### src/rtl/co2_adc_sampler.sv
// co2_adc_sampler: drives a 3-wire SPI ADC and rejects stuck-line readings.
// Good readings are averaged into an 8-bit CO2 level; stuck runs raise a sticky fault.
module co2_adc_sampler #(
    parameter int unsigned CLK_DIV     = 4,
    parameter int unsigned SAMPLE_BITS = 10,
    parameter int unsigned AVG_LOG2    = 2,
    parameter int unsigned SAMPLE_GAP  = 100,
    parameter int unsigned FAULT_RUN   = 3
) (
    input  logic       clk,
    input  logic       reset,
    input  logic       start_en,
    input  logic       adc_miso,
    output logic       adc_cs_n,
    output logic       adc_sclk,
    output logic [7:0] CO2_level,
    output logic       level_valid,
    output logic       sensor_fault
);

    localparam int unsigned ACC_W = SAMPLE_BITS + AVG_LOG2;
    localparam int unsigned DIV_W = (CLK_DIV > 1) ? $clog2(CLK_DIV) : 1;
    localparam int unsigned BIT_W = $clog2(SAMPLE_BITS);
    localparam int unsigned GAP_W = (SAMPLE_GAP > 1) ? $clog2(SAMPLE_GAP) : 1;
    localparam int unsigned CNT_W = AVG_LOG2 + 1;
    localparam int unsigned RUN_W = $clog2(FAULT_RUN + 1);

    typedef enum logic [2:0] {
        IDLE,
        SELECT,
        SHIFT,
        DESELECT,
        ACCUM,
        GAP
    } state_t;

    state_t state;
    state_t state_nx;

    logic [DIV_W-1:0]       div_cnt;
    logic [BIT_W-1:0]       bit_cnt;
    logic [GAP_W-1:0]       gap_cnt;
    logic [SAMPLE_BITS-1:0] shreg;
    logic [ACC_W-1:0]       acc;
    logic [ACC_W-1:0]       acc_sum;
    logic [CNT_W-1:0]       good_cnt;
    logic [RUN_W-1:0]       bad_run;

    logic cs_n_nx;
    logic sclk_nx;
    logic div_done;
    logic bit_last;
    logic gap_done;
    logic in_frame;
    logic sample_bad;
    logic avg_done;
    logic run_full;
    logic run_hit;

    always_comb begin
        div_done   = (div_cnt == DIV_W'(CLK_DIV - 1));
        bit_last   = (bit_cnt == BIT_W'(SAMPLE_BITS - 1));
        gap_done   = (gap_cnt == GAP_W'(SAMPLE_GAP - 1));
        in_frame   = (state == SELECT) || (state == SHIFT)
                  || (state == DESELECT);
        sample_bad = (shreg == '0) || (shreg == '1);
        acc_sum    = acc + ACC_W'(shreg);
        avg_done   = (good_cnt == CNT_W'((1 << AVG_LOG2) - 1));
        run_full   = (bad_run == RUN_W'(FAULT_RUN));
        run_hit    = (bad_run >= RUN_W'(FAULT_RUN - 1));
    end

    // Pins are registered from the next state so they never glitch.
    always_comb begin
        state_nx = state;
        sclk_nx  = 1'b0;
        unique case (state)
            IDLE: begin
                if (start_en) state_nx = SELECT;
            end
            SELECT: begin
                if (div_done) begin
                    state_nx = SHIFT;
                    sclk_nx  = 1'b1;
                end
            end
            SHIFT: begin
                sclk_nx = adc_sclk;
                if (div_done) begin
                    sclk_nx = !adc_sclk && !bit_last;
                    if (!adc_sclk && bit_last) state_nx = DESELECT;
                end
            end
            DESELECT: begin
                if (div_done) state_nx = ACCUM;
            end
            ACCUM: begin
                state_nx = GAP;
            end
            GAP: begin
                if (gap_done) state_nx = start_en ? SELECT : IDLE;
            end
            default: begin
                state_nx = IDLE;
            end
        endcase
        cs_n_nx = !((state_nx == SELECT) || (state_nx == SHIFT)
                 || (state_nx == DESELECT));
    end

    always_ff @(posedge clk or negedge reset) begin
        if (!reset) begin
            state    <= IDLE;
            adc_cs_n <= 1'b1;
            adc_sclk <= 1'b0;
        end else begin
            state    <= state_nx;
            adc_cs_n <= cs_n_nx;
            adc_sclk <= sclk_nx;
        end
    end

    always_ff @(posedge clk or negedge reset) begin
        if (!reset) begin
            div_cnt <= '0;
            bit_cnt <= '0;
            gap_cnt <= '0;
            shreg   <= '0;
        end else begin
            if (in_frame) begin
                div_cnt <= div_done ? '0 : div_cnt + 1'b1;
            end else begin
                div_cnt <= '0;
            end
            if (state == SHIFT && div_done && !adc_sclk) begin
                bit_cnt <= bit_last ? '0 : bit_cnt + 1'b1;
            end
            // MISO is taken on the edge that ends each high phase.
            if (state == SHIFT && div_done && adc_sclk) begin
                shreg <= {shreg[SAMPLE_BITS-2:0], adc_miso};
            end
            if (state == GAP && !gap_done) begin
                gap_cnt <= gap_cnt + 1'b1;
            end else begin
                gap_cnt <= '0;
            end
        end
    end

    always_ff @(posedge clk or negedge reset) begin
        if (!reset) begin
            acc          <= '0;
            good_cnt     <= '0;
            bad_run      <= '0;
            CO2_level    <= '0;
            level_valid  <= 1'b0;
            sensor_fault <= 1'b0;
        end else begin
            level_valid <= 1'b0;
            if (state == ACCUM) begin
                if (sample_bad) begin
                    if (!run_full) bad_run <= bad_run + 1'b1;
                    if (run_hit) sensor_fault <= 1'b1;
                end else begin
                    bad_run <= '0;
                    if (avg_done) begin
                        // Top 8 bits of the sum = average scaled to 8 bits.
                        CO2_level   <= acc_sum[ACC_W-1 -: 8];
                        level_valid <= 1'b1;
                        acc         <= '0;
                        good_cnt    <= '0;
                    end else begin
                        acc      <= acc_sum;
                        good_cnt <= good_cnt + 1'b1;
                    end
                end
            end
        end
    end

endmodule
### config.mk
export PLATFORM = sky130hd
export DESIGN_NAME = co2_adc_sampler
export DESIGN_NICKNAME = d
export VERILOG_FILES = /design/src/rtl/co2_adc_sampler.sv
export SDC_FILE = /design/constraint.sdc
export NUM_CORES = 1
export LEC_CHECK = 0
export CORE_MARGIN = 2
export CORE_UTILIZATION = 45
export DETAILED_ROUTE_END_ITERATION = 7
export HOLD_SLACK_MARGIN = 0.05
export PLACE_DENSITY = 0.65
export SETUP_SLACK_MARGIN = 0.02
export SYNTH_ARGS = -nofsm -noshare
export SYNTH_HDL_FRONTEND = slang
export SYNTH_SLANG_ARGS = --single-unit
### constraint.sdc
create_clock -name clk -period 4.5 [get_ports clk]
set_clock_uncertainty 0.1 [all_clocks]
set_input_delay 0.9 -clock clk [delete_from_list [all_inputs] [get_ports clk]]
set_output_delay 0.9 -clock clk [all_outputs]
set_load 0.05 [all_outputs]
After elaboration in Yosys (flattened, before gate mapping)
Index checks and enable logic that the tools add are counted. W data, S select, Z words.

Flip-flop bits (word level): 55. Input bits: 4. Output and inout bits: 12.

$add $sub $neg: 6. Order comparisons: 1. Equal/unequal tests: 16. Muxes and demuxes: 22. Bitwise logic cells: 1. Reductions and logical operators: 21.

Operators by type and width (number): $mux W3 (7); $pmux W3 S6 (1); $eq A3 B2 Y1 const B (5); $add A12 B10 Y12 (1); $mux W12 (1); $eq A10 B10 Y1 const B (1); $logic_not A10 Y1 (1); $mux W2 (4); $add A7 B1 Y7 const B (1); $eq A7 B7 Y1 const B (1); $mux W7 (1); $eq A3 B1 Y1 const B (2); $eq A3 B3 Y1 const B (2); $logic_and A1 B1 Y1 (6); $mux W1 (6); $reduce_and A3 Y1 (2); $logic_or A1 B1 Y1 (5); $add A2 B1 Y2 const B (2); $add A4 B1 Y4 const B (1); $eq A2 B2 Y1 const B (2); $eq A4 B4 Y1 const B (1); $logic_not A1 Y1 (4); $mux W4 (1); $ne A2 B2 Y1 const B (2); other kinds (6) (7).

Logic depth before layout (Yosys ltp)
Word-level depth: 9. Depth in mapped cells: 8. Depth with buffers taken out: 8.

Worst setup path after synthesis
Ideal clock, no wire load.

Path kind: register to register. Start point: reg shreg[3]. End point: reg acc[7]. Arrival: 1.988 ns. Data required time: 4.278 ns. Path slack: 2.290 ns. Cell stages (with the launch flop): 7. Buffers on the path: 0. Cell sequence: dfrtp_1 > ha_1 > and2_1 > a221oi_1 > a21oi_1 > or3_1 > a32o_1.

Word-level cells in the longest chain between the ends: 4. Elaborated cells between the ends (all ways): 7. Those cells by class: add/sub (1); eq/ne (1); mux (1); bitwise (1); reduce/logical (3).

Ends and longest elaborated chain: start: declaration (RTL line 43) `logic [SAMPLE_BITS-1:0] shreg;`; start signal: assignment (RTL line 140) `shreg <= {shreg[SAMPLE_BITS-2:0], adc_miso};`; branches (longest 4 deep; another with $add A12 B10 Y12); end signal: assignment (RTL line 173) `acc <= acc_sum;`; end: declaration (RTL line 44) `logic [ACC_W-1:0] acc;`.

Parallel ways; which one is timed is not known. A chain may end at the register's enable or synchronous reset.

Worst setup path after layout
Start point: reg adc_cs_n. End point: out adc_cs_n.

RTL lines: start: declaration (RTL line 14) `output logic adc_cs_n,`; start signal: assignment (RTL line 118) `adc_cs_n <= cs_n_nx;`.

No word-level cell between the ends.

==> results.txt <==
num rows: 29
flop2flop setup slack: 2.08 ns
grt peak-use layer: met2
part of the power in registers: 0.606
largest net degree at the start of global routing: 32
Buffers & Inverters on Critical Path: 1
met3 usage: 0.0295
DR WL/cell: 14.8 µm
Sw Ratio: 0.219
XOR/XNOR Fraction of Synth Area: 0.0389
Pwr Density: 255 nW/µm²
TritonCTS clock tree: done
drt first pass iters: 4
Adder-Cell Fraction of Synth Area: 0.0745
Core ar.: 6310 µm²
Critical Path RT: 3.50 ns
Final period util: 0.583
Max-cap violations: 0
Final Util: 0.514
Comb pwr share: 0.032
Die W: 84.6 µm
clock power share: 0.362
Leakage: 1.46 nW
Slew Limit Fails: 0
routability cong.: 0.933
post-route cell area: 3250 µm²
crit-path cells: clkdlybuf4s50_1
gr usage total: 0.170
outcome: finished clean
clk sinks: 55
RSZ-0062 raised after global routing: no
Synth Register Bits: 55
syn_nets: 298
Netlist cell types: 56
Peak Freq: 381 MHz
Setup crit end kind: primary output
post-synthesis mux area share: 0.0488
post-synthesis sequential area ratio: 0.471
Ys Warns: 0
hpwl dp: 4010 µm
delay of the slowest cell on the worst path: 0.79 ns
crit start category: flip-flop
first-pass GRT wire length: 9800 µm
cts bufs inserted: 5
initial antenna violation count: 0
drt initial violations: 118
clk buf depth: 2
simple-gate share of the synthesized area: 0.174
# setup viols final: 0
GR Util met1: 0.252
H-tree levels: 2
vias in the first global route: 2,044
setup TNS: 0 ns
Synth Cell Area: 2920 µm²
Root Buffer: clkbuf_8
cts hold-fix bufs: 0
Sw Pwr: 182 µW
Synth Area in Compound Gates: 0.163
Pint: 647 µW
Post-synth EDFFs: 0
M2 GR Usage: 0.259
share of cells above drive strength 1: 0.122
minimum clock period: 2.62 ns
Residual DRC: 0
critical path's top delay family: buffers and inverters
setup bufs post-CTS: 0
fin nets: 315
Total Power: 828 µW
Die ar.: 7160 µm²
crit path kind: flip-flop to primary output
async set or reset register ratio after synthesis: 1.00
io pins: 16
Die Y: 84.6 µm
drt total wl: 5540 µm
largest family of logic cells by synthesized area: simple AND/OR/NAND/NOR gates
DR vias/cell: 5.63
Port Buffer Count: 15
synthesized area per cell: 10.5 µm²
CP Data Arrival Time: 1.62 ns
Worst Hold Class: flip-flop to flip-flop
Relative slew margins: 0.507
CP Max Fanout: 1
via count: 2,101
Final Hold Viols: 0
commonest register cell after synthesis: dfrtp_1
Max VDD drop: 145 µV
Routed Antenna Nets: 0
Gate Count Post-Synth: 278
Ant. Diodes: 0
Placed Area: 3140 µm²
slowest stage cell, crit path: clkdlybuf4s50_1
Area Overhead vs Synth: 11.0%
CTS resizes: 0
total gr overflow: 0
starting density of the core: 0.463
Slew @ Worst Pin: 0.736 ns
clk slew on worst S/H paths: 0.09 ns
Clk Latency, worst-skew pair: 0.31 ns
## sequential cells by signal (all words and copies together), names as in the netlist, 2 cells and up
name       count
CO2_level      8
acc           12
bad_run        2
bit_cnt        4
div_cnt        2
gap_cnt        7
good_cnt       3
shreg         10
state          3
## logic make-up (layout without fill, tap and decap cells)
family                     after synthesis  count (layout)
AOI/OAI and AO/OA                       70              70
and+or+nand+nor                         91              91
buffers and inverters                   20              38
adders and majority gates               17              17
muxes                                   12              12
xor gates and xnor gates                13              13
DFF                                     55              55
## worst paths after layout
path | startpoint | to | cells past startpoint
worst max register to register | shreg[3]$_DFFE_PN0P_ | acc[7]$_DFFE_PN0P_ | 6
worst max-delay path | adc_cs_n$_DFF_PN1_ | adc_cs_n | 1
min in group asynchronous | reset | gap_cnt[4]$_DFF_PN0_ | 1
max in group asynchronous | reset | div_cnt[0]$_DFF_PN0_ | 2
worst min register to register | div_cnt[0]$_DFF_PN0_ | div_cnt[0]$_DFF_PN0_ | 1
worst min-delay path | div_cnt[0]$_DFF_PN0_ | div_cnt[0]$_DFF_PN0_ | 1
## routing by layer
metal	vias to the layer above	part of all wire
li1	1040	-
met4	0	0.013
met5	-	0
met1	1022	0.51
met3	8	0.032
met2	31	0.45
## metrics by stage
stage	hold slack, ns	instances	setup slack [ns]
CTS	0.353	373	1.86
global route	0.377	373	1.84
floorplan	0.315	278	2.29
finish	0.347	373	1.88
global placement	0.326	365	2.16
detailed placement	0.340	365	2.09
## layout by cell type (no fill, tap or decap), types with 7 or more instances in the layout
master / count
dfrtp_1: 54
nor2_1: 15
o21ai_0: 20
clkdlybuf4s50_1: 14
a21o_1: 10
ha_1: 15
clkbuf_8: 7
o31ai_1: 7
xnor2_1: 8
a21oi_1: 11
nand2_1: 25
inv_1: 13
mux2_2: 10
## power groups by stage
stage                     logic, mW  registers, mW  clock network (mW)
after floorplan              0.0122          0.510                   0
after global placement       0.0274          0.511                   0
after detailed placement     0.0278          0.511                   0
after CTS                    0.0279          0.502               0.310
after global routing         0.0314          0.503               0.329
final                        0.0266          0.502               0.300
## cells in the mapped netlist (3+ instances only)
master    count  area share
a21o_1       10       0.026
a21oi_1      11       0.019
a22o_1        4       0.012
a31o_2        3      0.0090
and2_1        6       0.013
clkbuf_1      4      0.0051
dfrtp_1      54        0.46
ha_1         15       0.064
inv_1        13       0.017
mux2_2       10       0.039
nand2_1      25       0.032
nand2b_1      6       0.013
nand3_1       6       0.010
nand4_1       6       0.013
nor2_1       15       0.019
nor2b_1       3      0.0064
nor3_1        4      0.0068
o21ai_0      20       0.034
o31ai_1       7       0.018
xnor2_1       8       0.024
xor2_1        5       0.015
## cell type report
class | count | area (µm²)
Fill cell | 594 | 3070
Clock buffer | 7 | 96.3
Sequential cell | 55 | 1380
Multi-Input combinational cell | 203 | 1460
Inverter | 14 | 55.1
Clock inverter | 1 | 7.51
Tap cell | 77 | 96.3
Timing Repair Buffer | 16 | 153
(Power assumes the default switching activity.)
